===== config.mk =====
export PLATFORM = sky130hd
export DESIGN_NAME = kbd_mmio_responder
export DESIGN_NICKNAME = d
export VERILOG_FILES = /design/src/rtl/kbd_pkg.sv /design/src/rtl/kbd_fifo.sv /design/src/rtl/kbd_mmio_responder.sv
export SDC_FILE = /design/constraint.sdc
export NUM_CORES = 1
export LEC_CHECK = 0
export CORE_ASPECT_RATIO = 1.2
export CORE_UTILIZATION = 30
export CTS_CLUSTER_DIAMETER = 80
export CTS_CLUSTER_SIZE = 12
export DETAILED_ROUTE_END_ITERATION = 7
export GPL_TIMING_DRIVEN = 0
export PLACE_DENSITY_LB_ADDON = 0.15
export SLEW_MARGIN = 20
export SYNTH_ARGS = -nofsm -noshare
export SYNTH_HDL_FRONTEND = slang
export SYNTH_HIERARCHICAL = 1
export SYNTH_SLANG_ARGS = --single-unit

===== constraint.sdc =====
create_clock -name clk -period 3.85 [get_ports clk]
set_clock_uncertainty 0.2 [all_clocks]
set_input_delay 0.77 -clock clk [delete_from_list [all_inputs] [get_ports clk]]
set_output_delay 0.77 -clock clk [all_outputs]
set_load 0.05 [all_outputs]

===== src/rtl/kbd_pkg.sv =====
// Shared definitions for the PS/2 keyboard MMIO responder: frame FSM encoding,
// register offsets, STATUS bit layout and the odd-parity helper.
package kbd_pkg;

    typedef enum logic [1:0] {
        ST_IDLE   = 2'd0,
        ST_DATA   = 2'd1,
        ST_PARITY = 2'd2,
        ST_STOP   = 2'd3
    } frame_state_t;

    localparam logic REG_DATA   = 1'b0;
    localparam logic REG_STATUS = 1'b1;

    localparam int STAT_NE_BIT   = 0;
    localparam int STAT_FULL_BIT = 1;
    localparam int STAT_OVF_BIT  = 2;
    localparam int STAT_ERR_BIT  = 3;
    localparam int STAT_CNT_LSB  = 8;
    localparam int STAT_CNT_W    = 8;

    // Odd parity: data bits plus parity bit must contain an odd number of ones.
    function automatic logic odd_parity_ok(input logic [7:0] data, input logic par);
        return ^{data, par};
    endfunction

endpackage


===== src/rtl/kbd_fifo.sv =====
// Scancode FIFO: power-of-two depth, pointers wrap naturally, push and pop
// may coincide on a full FIFO.
module kbd_fifo
    import kbd_pkg::*;
#(
    parameter  int DEPTH = 8,
    localparam int AW    = $clog2(DEPTH),
    localparam int CW    = AW + 1
) (
    input  logic          clk,
    input  logic          rst,
    input  logic          push,
    input  logic          pop,
    input  logic [7:0]    wdata,
    output logic          full,
    output logic          empty,
    output logic [CW-1:0] count,
    output logic [7:0]    head
);

    logic [7:0]    mem_q [DEPTH];
    logic [AW-1:0] wr_ptr_q, wr_ptr_d;
    logic [AW-1:0] rd_ptr_q, rd_ptr_d;
    logic [CW-1:0] count_q, count_d;
    logic          do_push, do_pop;

    assign empty = (count_q == '0);
    assign full  = (count_q == CW'(DEPTH));
    assign count = count_q;
    assign head  = mem_q[rd_ptr_q];

    // A pop frees the slot the simultaneous push needs when full.
    assign do_pop  = pop & ~empty;
    assign do_push = push & (~full | do_pop);

    always_comb begin
        wr_ptr_d = wr_ptr_q;
        rd_ptr_d = rd_ptr_q;
        count_d  = count_q;
        if (do_push) wr_ptr_d = wr_ptr_q + 1'b1;
        if (do_pop)  rd_ptr_d = rd_ptr_q + 1'b1;
        case ({do_push, do_pop})
            2'b10:   count_d = count_q + 1'b1;
            2'b01:   count_d = count_q - 1'b1;
            default: count_d = count_q;
        endcase
    end

    always_ff @(posedge clk or posedge rst) begin
        if (rst) begin
            wr_ptr_q <= '0;
            rd_ptr_q <= '0;
            count_q  <= '0;
        end else begin
            wr_ptr_q <= wr_ptr_d;
            rd_ptr_q <= rd_ptr_d;
            count_q  <= count_d;
        end
    end

    always_ff @(posedge clk) begin
        if (do_push) mem_q[wr_ptr_q] <= wdata;
    end

endmodule


===== src/rtl/kbd_mmio_responder.sv =====
// PS/2 keyboard receiver with scancode FIFO and DATA/STATUS MMIO registers.
// Define KBD_PARITY_CHECK_EN to reject frames failing odd parity.
module kbd_mmio_responder
    import kbd_pkg::*;
#(
    parameter int FIFO_DEPTH  = 8,
    parameter int FILTER_LEN  = 4,
    parameter int TIMEOUT_CYC = 20000
) (
    input  logic        clk,
    input  logic        rst,
    input  logic        ps2_clk,
    input  logic        ps2_data,
    input  logic        sel,
    input  logic        rd,
    input  logic        reg_off,
    output logic [31:0] rd_data,
    output logic        rd_valid,
    output logic        irq
);

    localparam int CW = $clog2(FIFO_DEPTH) + 1;
    localparam int TW = $clog2(TIMEOUT_CYC + 1);

    logic                  ps2_clk_s1_q, ps2_clk_s2_q;
    logic                  ps2_data_s1_q, ps2_data_s2_q;
    logic [FILTER_LEN-1:0] clk_hist_q, clk_hist_d;
    logic [FILTER_LEN-1:0] data_hist_q, data_hist_d;
    logic                  filt_clk_q, filt_clk_d;
    logic                  filt_data_q, filt_data_d;
    logic                  filt_clk_dly_q;
    logic                  fall;

    frame_state_t          state_q, state_d;
    logic [2:0]            bit_cnt_q, bit_cnt_d;
    logic [7:0]            shreg_q, shreg_d;
    logic [TW-1:0]         tmo_cnt_q, tmo_cnt_d;
    logic                  push_q, push_d;
    logic                  timeout, frame_ok, frame_err;
`ifdef KBD_PARITY_CHECK_EN
    logic                  par_q, par_d;
`endif

    logic                  fifo_full, fifo_empty;
    logic [CW-1:0]         fifo_count;
    logic [7:0]            fifo_head;
    logic                  strobe, data_rd, stat_rd;
    logic                  ovf_q, ovf_d, err_q, err_d;
    logic                  ovf_set;
    logic [31:0]           status_word;
    logic [31:0]           rd_data_q, rd_data_d;
    logic                  rd_valid_q, rd_valid_d;

    // Level filter: a line level is accepted only after FILTER_LEN (>= 2) equal samples.
    always_comb begin
        clk_hist_d  = {clk_hist_q[FILTER_LEN-2:0], ps2_clk_s2_q};
        data_hist_d = {data_hist_q[FILTER_LEN-2:0], ps2_data_s2_q};
        filt_clk_d  = filt_clk_q;
        filt_data_d = filt_data_q;
        if (&clk_hist_d)       filt_clk_d  = 1'b1;
        else if (~|clk_hist_d) filt_clk_d  = 1'b0;
        if (&data_hist_d)       filt_data_d = 1'b1;
        else if (~|data_hist_d) filt_data_d = 1'b0;
    end

    always_ff @(posedge clk or posedge rst) begin
        if (rst) begin
            ps2_clk_s1_q   <= 1'b1;
            ps2_clk_s2_q   <= 1'b1;
            ps2_data_s1_q  <= 1'b1;
            ps2_data_s2_q  <= 1'b1;
            clk_hist_q     <= '1;
            data_hist_q    <= '1;
            filt_clk_q     <= 1'b1;
            filt_data_q    <= 1'b1;
            filt_clk_dly_q <= 1'b1;
        end else begin
            ps2_clk_s1_q   <= ps2_clk;
            ps2_clk_s2_q   <= ps2_clk_s1_q;
            ps2_data_s1_q  <= ps2_data;
            ps2_data_s2_q  <= ps2_data_s1_q;
            clk_hist_q     <= clk_hist_d;
            data_hist_q    <= data_hist_d;
            filt_clk_q     <= filt_clk_d;
            filt_data_q    <= filt_data_d;
            filt_clk_dly_q <= filt_clk_q;
        end
    end

    assign fall    = filt_clk_dly_q & ~filt_clk_q;
    assign timeout = (state_q != ST_IDLE) && !fall && (tmo_cnt_q == TW'(TIMEOUT_CYC - 1));

`ifdef KBD_PARITY_CHECK_EN
    assign frame_ok = filt_data_q & odd_parity_ok(shreg_q, par_q);
`else
    assign frame_ok = filt_data_q;
`endif

    always_ff @(posedge clk or posedge rst) begin
        if (rst) state_q <= ST_IDLE;
        else     state_q <= state_d;
    end

    always_comb begin
        state_d = state_q;
        if (timeout) begin
            state_d = ST_IDLE;
        end else if (fall) begin
            case (state_q)
                ST_IDLE:   if (!filt_data_q) state_d = ST_DATA;
                ST_DATA:   if (bit_cnt_q == 3'd7) state_d = ST_PARITY;
                ST_PARITY: state_d = ST_STOP;
                ST_STOP:   state_d = ST_IDLE;
                default:   state_d = ST_IDLE;
            endcase
        end
    end

    always_comb begin
        shreg_d   = shreg_q;
        bit_cnt_d = bit_cnt_q;
        push_d    = 1'b0;
        frame_err = timeout;
`ifdef KBD_PARITY_CHECK_EN
        par_d     = par_q;
`endif
        if (state_q == ST_IDLE || fall) tmo_cnt_d = '0;
        else                            tmo_cnt_d = tmo_cnt_q + 1'b1;
        if (fall) begin
            case (state_q)
                ST_IDLE: bit_cnt_d = 3'd0;
                ST_DATA: begin
                    shreg_d   = {filt_data_q, shreg_q[7:1]};
                    bit_cnt_d = bit_cnt_q + 3'd1;
                end
`ifdef KBD_PARITY_CHECK_EN
                ST_PARITY: par_d = filt_data_q;
`endif
                ST_STOP: begin
                    if (frame_ok) push_d    = 1'b1;
                    else          frame_err = 1'b1;
                end
                default: ;
            endcase
        end
    end

    // shreg stays stable in IDLE, so the push one cycle later still sees the byte.
    always_ff @(posedge clk or posedge rst) begin
        if (rst) begin
            bit_cnt_q <= 3'd0;
            shreg_q   <= 8'd0;
            tmo_cnt_q <= '0;
            push_q    <= 1'b0;
`ifdef KBD_PARITY_CHECK_EN
            par_q     <= 1'b0;
`endif
        end else begin
            bit_cnt_q <= bit_cnt_d;
            shreg_q   <= shreg_d;
            tmo_cnt_q <= tmo_cnt_d;
            push_q    <= push_d;
`ifdef KBD_PARITY_CHECK_EN
            par_q     <= par_d;
`endif
        end
    end

    kbd_fifo #(.DEPTH(FIFO_DEPTH)) u_fifo (
        .clk   (clk),
        .rst   (rst),
        .push  (push_q),
        .pop   (data_rd),
        .wdata (shreg_q),
        .full  (fifo_full),
        .empty (fifo_empty),
        .count (fifo_count),
        .head  (fifo_head)
    );

    assign strobe  = sel & rd;
    assign data_rd = strobe & (reg_off == REG_DATA);
    assign stat_rd = strobe & (reg_off == REG_STATUS);
    assign ovf_set = push_q & fifo_full & ~data_rd;

    always_comb begin
        status_word = 32'd0;
        status_word[STAT_NE_BIT]   = ~fifo_empty;
        status_word[STAT_FULL_BIT] = fifo_full;
        status_word[STAT_OVF_BIT]  = ovf_q;
        status_word[STAT_ERR_BIT]  = err_q;
        status_word[STAT_CNT_LSB +: STAT_CNT_W] = STAT_CNT_W'(fifo_count);
    end

    // New events win over the clear so they survive into the next STATUS read.
    always_comb begin
        ovf_d      = (ovf_q & ~stat_rd) | ovf_set;
        err_d      = (err_q & ~stat_rd) | frame_err;
        rd_valid_d = strobe;
        rd_data_d  = rd_data_q;
        if (data_rd)      rd_data_d = fifo_empty ? 32'd0 : {24'd0, fifo_head};
        else if (stat_rd) rd_data_d = status_word;
    end

    always_ff @(posedge clk or posedge rst) begin
        if (rst) begin
            ovf_q      <= 1'b0;
            err_q      <= 1'b0;
            rd_data_q  <= 32'd0;
            rd_valid_q <= 1'b0;
        end else begin
            ovf_q      <= ovf_d;
            err_q      <= err_d;
            rd_data_q  <= rd_data_d;
            rd_valid_q <= rd_valid_d;
        end
    end

    assign rd_data  = rd_data_q;
    assign rd_valid = rd_valid_q;
    assign irq      = ~fifo_empty;

endmodule


### Word level (Yosys, flattened, before mapping)

Memory sizes are Yosys's and may differ from the RTL's.
Cells that the tools add are included.
Widths: inputs -> output; s select.

* output and inout port bits: 34
* bits of input ports: 7
* register bits after elaboration: 87
* bits in writable memories: 64
* memories: 1
* word-level logic and storage cells: 100

* eq/ne operators: 12
* mux-type cells: 23
* bitwise operators: 19
* add/sub/neg operators: 6
* reductions and logical operators: 18

Memories
* u_fifo.mem_q: words 8, width 8, rd ports 1, clocked after memory_dff 0, write ports 1, RTL line kbd_fifo.sv:21 `logic [7:0] mem_q [DEPTH];`

Operators with widths (number)
* $mux 32: 2
* $add 15x1->15 const B: 1
* $eq 15x15->1 const B: 1
* $mux 15: 1
* $mux 1: 12
* $and 1x1->1: 10
* $reduce_bool 2->1: 5
* $add 3x1->3 const B: 3
* $mux 2: 4
* $mux 8: 1
* $pmux 2 s4: 1
* $pmux 4 s2: 1
* $reduce_and 4->1: 2
* $reduce_or 4->1: 2
* $eq 2x2->1 const B: 3
* $ne 3x3->1 const B: 2
* $not 1->1: 6
* $pmux 3 s2: 1
* $add 4x1->4 const B: 1
* $eq 2x1->1 const B: 2
* $eq 4x4->1 const B: 1
* $logic_not 4->1: 1
* $ne 2x2->1 const B: 2
* $reduce_and 2->1: 2
* 8 further kinds: 11

### Depth between registers and ports, before layout

Gate-level depths: netlist (run 1).

* word-level depth: 9
* mapped depth: 9

### Hierarchy

The synthesis (run 1) kept the hierarchy.

Modules (own cells, without submodules)
* kbd_fifo: seq. area each 2172.1 um^2, times used 1, area an instance 3067.9 um^2, cells each 160
* kbd_mmio_responder: seq. area each 1442.6 um^2, times used 1, area an instance 2541.2 um^2, cells each 228

### Worst setup path before layout (run 1)

OpenSTA, ideal clock, no wires.

* path kind: input to register
* from: input port sel
* to: register u_fifo.count_q[3], in the netlist u_fifo/count[3]
* path slack: 0.666 ns
* stages: 9
* data arrival time: 2.850 ns
* path buffers: 0
* setup time: 0.134 ns
* cells stage by stage: nand2_1 nor2_1 o41ai_1 inv_1 ha_1 ha_1 or4b_2 o311ai_0 o211ai_1

* word-level cells in the longest chain between the ends: 7
* elaborated cells between the ends (all ways): 9
* those cells by class: 2 x eq/ne; 1 x mux; 5 x bitwise; 1 x reduce/logical

Ends and longest elaborated chain
* start, declared: RTL line kbd_mmio_responder.sv:14 `input logic sel,`
* $and 1x1->1 *: RTL line kbd_mmio_responder.sv:181 `assign strobe = sel & rd;`
* $and 1x1->1 *: RTL line kbd_mmio_responder.sv:182 `assign data_rd = strobe & (reg_off == REG_DATA);`
* net data_rd: RTL line kbd_mmio_responder.sv:47 `logic strobe, data_rd, stat_rd;`
* $and 1x1->1 *: RTL line kbd_fifo.sv:33 `assign do_pop = pop & ~empty;`
* net u_fifo.do_pop: RTL line kbd_fifo.sv:25 `logic do_push, do_pop;`
* $or 1x1->1: RTL line kbd_fifo.sv:34 `assign do_push = push & (~full | do_pop);`
* $and 1x1->1: RTL line kbd_fifo.sv:34
* $eq 2x1->1 / $eq 2x2->1 (equally long branches): RTL line kbd_fifo.sv:42 `case ({do_push, do_pop})`
* $pmux 4 s2 / $reduce_bool 2->1 (equally long branches)
* end signal, assigned: RTL line kbd_fifo.sv:57 `count_q <= count_d;`
* end, declared: RTL line kbd_fifo.sv:24 `logic [CW-1:0] count_q, count_d;`

The timed path passes the listed nets; every way through them passes the cells marked *.
A chain may end at the register's enable or synchronous reset.

### Worst setup path after layout (run 1)

Ends and elaborated chain as after synthesis.

==> out/results.ini, run 1 <==
[status]
outcome = finished, final reports clean

[clocking]
tritoncts = built
root_buffer = clkbuf_16
cts_buffer_depth = 2
cts.reportedPaths.clkPinSlew_ps = 60
htreeDepth = 4
postCtsHoldBufs = 0
postCtsSetupRepairBufs = 0
insertion_delay_ps = 410
clock-sinks = 131
cts_resized = 0
numCtsBuffers = 17

[setup_path]
crit_fanout = 9
worst_setup_path_start_kind = primary input
worstPathArrival_ps = 3720
endpoint_kind = flop
path_class = in2reg
r2r-start = u_fifo/count[0]
reg2reg_slack_ps = 490
required_ps = 3930
rr_endpoint = u_fifo/count[3]
reg2regPathDepth = 7

[global_route]
grt.overflow.total = 0
track_usage_pct = 12.9
grt_first_pass_wirelength_mm = 18.1
grt_max_degree = 54
grt_pass1_vias = 3204
antenna_found_initial = 0

[synth]
post-synth-top-count-cell = edfxtp_1
syn_area_um2 = 5610
avgSynthCellArea_um2 = 14.5
netlist.area_leader.share_pct = 34.3
ys_async_sr_fraction_pct = 51.1
synth_flop_cell = edfxtp_1
synth_top_area_cell = edfxtp_1
ys_top_cells_by_area = edfxtp_1 (34%), dfrtp_1 (24%), mux4_2 (6.4%), dfstp_2 (6.1%), mux2_2 (3.4%)
ys_ff_latch = 131
yosys_warnings = 6
synth_edf_count = 64
yosysSeqAreaShare_pct = 64.4
ys_types = 54
synth_top_cells_by_count = edfxtp_1 (64), dfrtp_1 (54), nand2_1 (28)
netlist_instances = 388

[routing]
drt-initial-drc-count = 230
wl_mm = 11.2
wire_per_inst_um = 16.2
drc = 0
drtAntennaViolNets = 0
first_pass_iters = 4
via_count = 3197
via_per_inst = 4.64

[min_path]
hold_start = ps2_data_s1_q
hp-class = reg2reg
min_to = ps2_data_s2_q
hold_path_depth = 0

[timing]
fmax_mhz = 275
min_period_ps = 3640
finalSetupViolCount = 0
hold_viol = 0
period_share_pct = 94.5
slew_headroom_pct = 35.3
rsz0062_at_grt = false
worst-slew-pin-transition_ps = 968
report.final.slew_viol_count = 0
fin_ws_ps = 210

[job]
cap_violations = 0

[placement]
dp_slack_ps = -273
gp_congestion = 0.733
placed_area_um2 = 6250
dpl.hpwl_mm = 7.57
port_buffers = 20

[pwr]
power_density_nw_per_um2 = 673
vdd_ir_drop_max_mv = 0.270
p_leak_nw = 2.73
total_power_mw = 4.64

[floorplanning]
die-area_um2 = 19300
initial_core_util_pct = 30.7
core_area_um2 = 18200
ios = 41
rows = 54
die_h_um = 152
die_x_um = 127

[cells_and_area]
drive_gt1_share_pct = 26.2
fin_area_um2 = 6890
final_nets = 473
area_delta_synth_final_pct = 22.9
n_fill_cell = 1739
n_antenna_cell = 0

## power by group
part	switching, mW	leakage [nW]	internal (mW)
logic	0.635	0.962	0.474
clock network	0.598	0.298	1.14
registers	0.153	1.47	1.64
total	1.39	2.73	3.25
## sequential cells by signal, summed over array words and instances, names as in the netlist, 4 cells and up
signal,flops
u_fifo/count,4
rd_data,12
shreg_q,8
u_fifo/mem_q,64
tmo_cnt_q,15
## critical path: stages
cell and delay, ps:
clkdlybuf4s50_1 450, nand2_1 120, nor2_1 410, o41ai_1 240, inv_1 150, ha_1 340
ha_1 360, or4b_2 610, o311ai_0 120, o211ai_1 140
## area by class of cell
cell class,instances,area [µm²],area share (%)
Buffer,32,206,2.99
Tap cell,224,280,4.07
Clock buffer,17,425,6.17
Multi-Input combinational cell,226,1820,26.4
Timing Repair Buffer,26,265,3.85
Inverter,18,70.1,1.02
Sequential cell,131,3610,52.4
Clock inverter,15,214,3.10
## placed cells by master (no fill, tap or decap), drive strengths merged, types with 5 or more instances in the layout
cell	synthesis	routed
buf	27	33
nor3	8	8
mux2	18	18
conb	1	20
dfstp	13	13
mux4	16	16
xnor2	14	14
dfrtp	54	54
bufinv	0	5
clkdlybuf4s50	0	20
nor2	26	26
a21oi	6	6
nor4	6	6
nand2	28	28
edfxtp	64	64
clkbuf	5	22
ha	13	13
inv	18	18
clkinv	0	6
o21ai	13	13
nand3	7	7
## cell families (layout without fill, tap and decap cells)
group | after synthesis | after routing | share of synthesized area, %
AOI/OAI and AO/OA | 46 | 46 | 5.80
xor gates and xnor gates | 17 | 17 | 2.65
adders and majority gates | 14 | 14 | 3.26
buffers and inverters | 50 | 108 | 4.88
DFF | 131 | 131 | 64.4
muxes | 35 | 35 | 10.3
other | 1 | 20 | 0.0669
and+or+nand+nor | 94 | 94 | 8.61
## how the worst max path moves through the flow
| stage | endpoint | startpoint |
|---|---|---|
| final | u_fifo/count[3] | sel |
| after CTS | u_fifo/count[3] | sel |
| after global routing | u_fifo/count[3] | sel |
| after floorplan | u_fifo/count[3] | sel |
| after global placement | u_fifo/mem_q[0][5] | sel |
| after detailed placement | u_fifo/count[3] | sel |
## per-stage QoR
stage	hold WS (ps)	TNS, ps	instances	util [%]
2_1_floorplan	145	0	407	-
5_1_grt	158	0	689	37.8
4_1_cts	156	0	689	37.8
3_5_place_dp	148	-273	657	34.3
3_3_place_gp	147	-3390	651	33.8
6_report	154	0	689	37.8
## layer usage
| layer | track usage [%] | routed length (µm) | vias up |
|---|---|---|---|
| met2 | 22.9 | 6040 | 41 |
| li1 | - | - | 1508 |
| met4 | 5.06 | 166 | 0 |
| met3 | 3.69 | 289 | 14 |
| met5 | 0 | 0 | - |
| met1 | 14.6 | 4690 | 1634 |
Power figures use the tool's default switching activity.
==> run 2: changes to the inputs <==
Settings changed: CORE_MARGIN set to 1, GPL_ROUTABILITY_DRIVEN set to 0.
==> results of run 2 <==
Same layout as run 1: the final DEF is identical, and so are final timing and power.
==> run 3: changes to the inputs <==
Settings changed: ABC_AREA set to 1, CORE_UTILIZATION 30 to 59.
==> out/results.ini, run 3 <==
[setup_path]
max_stage_delay_ps = 770
slowest_stage = clkdlybuf4s50_1
reg2reg_slack_ps = 1390
reg2regPathDepth = 11
crit_fanout = 8
path_class = reg2out
worstPathArrival_ps = 2260
critPathTopFamily = buffers and inverters
worst_setup_path_start_kind = flop
r2r-start = u_fifo/count[0]
required_ps = 2880
crit_buf_inv = 3
rr_endpoint = u_fifo/count[3]
crit_chain = nor2_1 > nand3_1 > inv_1 > clkinv_1 > clkdlybuf4s50_1
endpoint_kind = primary output

[routing]
via_count = 4066
drtAntennaViolNets = 0
via_per_inst = 5.04
wire_per_inst_um = 13.7
drt-initial-drc-count = 298
drc = 0
wl_mm = 11.0
first_pass_iters = 5

[cells_and_area]
layout_common_cells = nand2_1 (165), nor2_1 (99), inv_1 (66), edfxtp_1 (64), dfrtp_1 (54)
regMostFlops = u_fifo/mem_q
area_delta_synth_final_pct = 18.0
largest_register_ffs = 64
n_antenna_cell = 0
drive_gt1_share_pct = 15.4
layout_commonest_cell = nand2_1
final_nets = 692

[synth]
synth_flop_cell = edfxtp_1
yosysSeqAreaShare_pct = 60.5
synth_top_cells_by_count = nand2_1 (165), nor2_1 (99), inv_1 (67)
avgSynthCellArea_um2 = 9.74
syn_area_um2 = 5970
ys_ff_latch = 131
netlist.area_leader.share_pct = 32.2
yosys_warnings = 6
ys_top_cells_by_area = edfxtp_1 (32%), dfrtp_1 (23%), nand2_1 (10%), nor2_1 (6.2%), dfstp_2 (5.7%)
synth_top_area_cell = edfxtp_1
post-synth-top-count-cell = nand2_1
ys_async_sr_fraction_pct = 51.1
ys_types = 38
netlist_instances = 613
synth_edf_count = 64

[clocking]
cts_buffer_depth = 2
cts_resized = 0
insertion_delay_ps = 410
postCtsSetupRepairBufs = 0
root_buffer = clkbuf_16
cts.reportedPaths.clkPinSlew_ps = 50
tritoncts = built
htreeDepth = 4
postCtsHoldBufs = 0
clock-sinks = 131
numCtsBuffers = 17

[floorplanning]
rows = 39
die_h_um = 112
core_area_um2 = 9660
die_x_um = 93.8
initial_core_util_pct = 61.8
ios = 41
die-area_um2 = 10500

[global_route]
met1_usage_pct = 28.0
grt.overflow.total = 0
grt_pass1_vias = 4164
track_usage_pct = 23.8
grt_use_met3_pct = 5.42
grt_first_pass_wirelength_mm = 18.7
gr-max-usage-layer = met2
grt_max_degree = 58
antenna_found_initial = 0
grt.met2_usage_pct = 40.5

[pwr]
p_int_mw = 3.38
power.switching_mw = 1.77
combPwrFrac_pct = 29.9
pwr-share-seq_pct = 36.5
p_leak_nw = 3.32
power_density_nw_per_um2 = 730
switching_share_pct = 34.4
p_clk_share_pct = 33.6
total_power_mw = 5.14
vdd_ir_drop_max_mv = 0.379

[job]
cap_violations = 0

[timing]
tns_ps = 0
slew_headroom_pct = 45.1
finalSetupViolCount = 0
fmax_mhz = 309
report.final.slew_viol_count = 0
rsz0062_at_grt = false
hold_viol = 0
worst-slew-pin-transition_ps = 821
period_share_pct = 84.0
min_period_ps = 3230

[placement]
port_buffers = 20
dpl.hpwl_mm = 7.56

[status]
outcome = finished, final reports clean

[min_path]
hold_path_depth = 0
min_to = ps2_data_s2_q
hp-class = reg2reg
hold_start = ps2_data_s1_q

[run 3: changes by cell type after synthesis, sizes merged, moves of 5 or more]
cell / delta
nand2: +145
nor3: -7
nor2: +78
mux4: -16
xnor2: -11
mux2: -11
nand3: +14
o21ai: +5
inv: +54
[run 3: through the flow]
| step | util (%) | hold slack [ps] | instance area (µm²) | std cells | setup WS, ps |
|---|---|---|---|---|---|
| finish | 73.0 | 154 | 7050 | 807 | 616 |
| global route | 73.0 | 158 | 7050 | 807 | 465 |
| CTS | 73.0 | 155 | 7050 | 807 | 606 |
| detailed placement | 66.2 | 148 | 6400 | 775 | 363 |
| global placement | 66.2 | 147 | 6400 | 775 | 391 |
| floorplan | - | 145 | 6040 | 632 | 1090 |
[run 3: final cells by class]
type | instances | area [µm²]
Buffer | 33 | 233
Clock buffer | 18 | 439
Clock inverter | 14 | 210
Fill cell | 700 | 2610
Inverter | 73 | 277
Multi-Input combinational cell | 395 | 1920
Sequential cell | 131 | 3610
Tap cell | 123 | 154
Timing Repair Buffer | 20 | 200
[run 3: cell families after synthesis]
group | Yosys count | share of synthesized area [%]
xor gates and xnor gates | 7 | 1.03
and+or+nand+nor | 311 | 21.7
buffers and inverters | 106 | 8.49
DFF | 131 | 60.5
AOI/OAI and AO/OA | 36 | 3.83
muxes | 7 | 1.32
other | 1 | 0.0628
adders and majority gates | 14 | 3.06
[run 3: power by group through the flow]
stage	registers [mW]	clock network (mW)	logic, mW
2_1_floorplan	2.01	0	0.963
3_5_place_dp	1.90	0	1.52
6_report	1.88	1.73	1.54
3_3_place_gp	1.89	0	1.47
4_1_cts	1.88	1.76	1.54
5_1_grt	1.91	1.82	1.71
[run 3: worst max-delay path by stage]
| stage | start | endpoint | slack [ps] | depth (start not counted) |
|---|---|---|---|---|
| detailed placement | sel | u_fifo/count[3] | 360 | 15 |
| CTS | u_fifo/count[0] | irq | 610 | 5 |
| floorplan | sel | u_fifo/count[3] | 1090 | 14 |
| finish | u_fifo/count[0] | irq | 620 | 5 |
| global placement | sel | u_fifo/count[3] | 390 | 15 |
| global route | u_fifo/count[0] | irq | 470 | 5 |
[run 3: routing by layer]
layer	part of all wire (%)	wire length, µm
met3	5.3	582
met4	3.3	361
met1	40	4400
met5	0	0
met2	52	5710
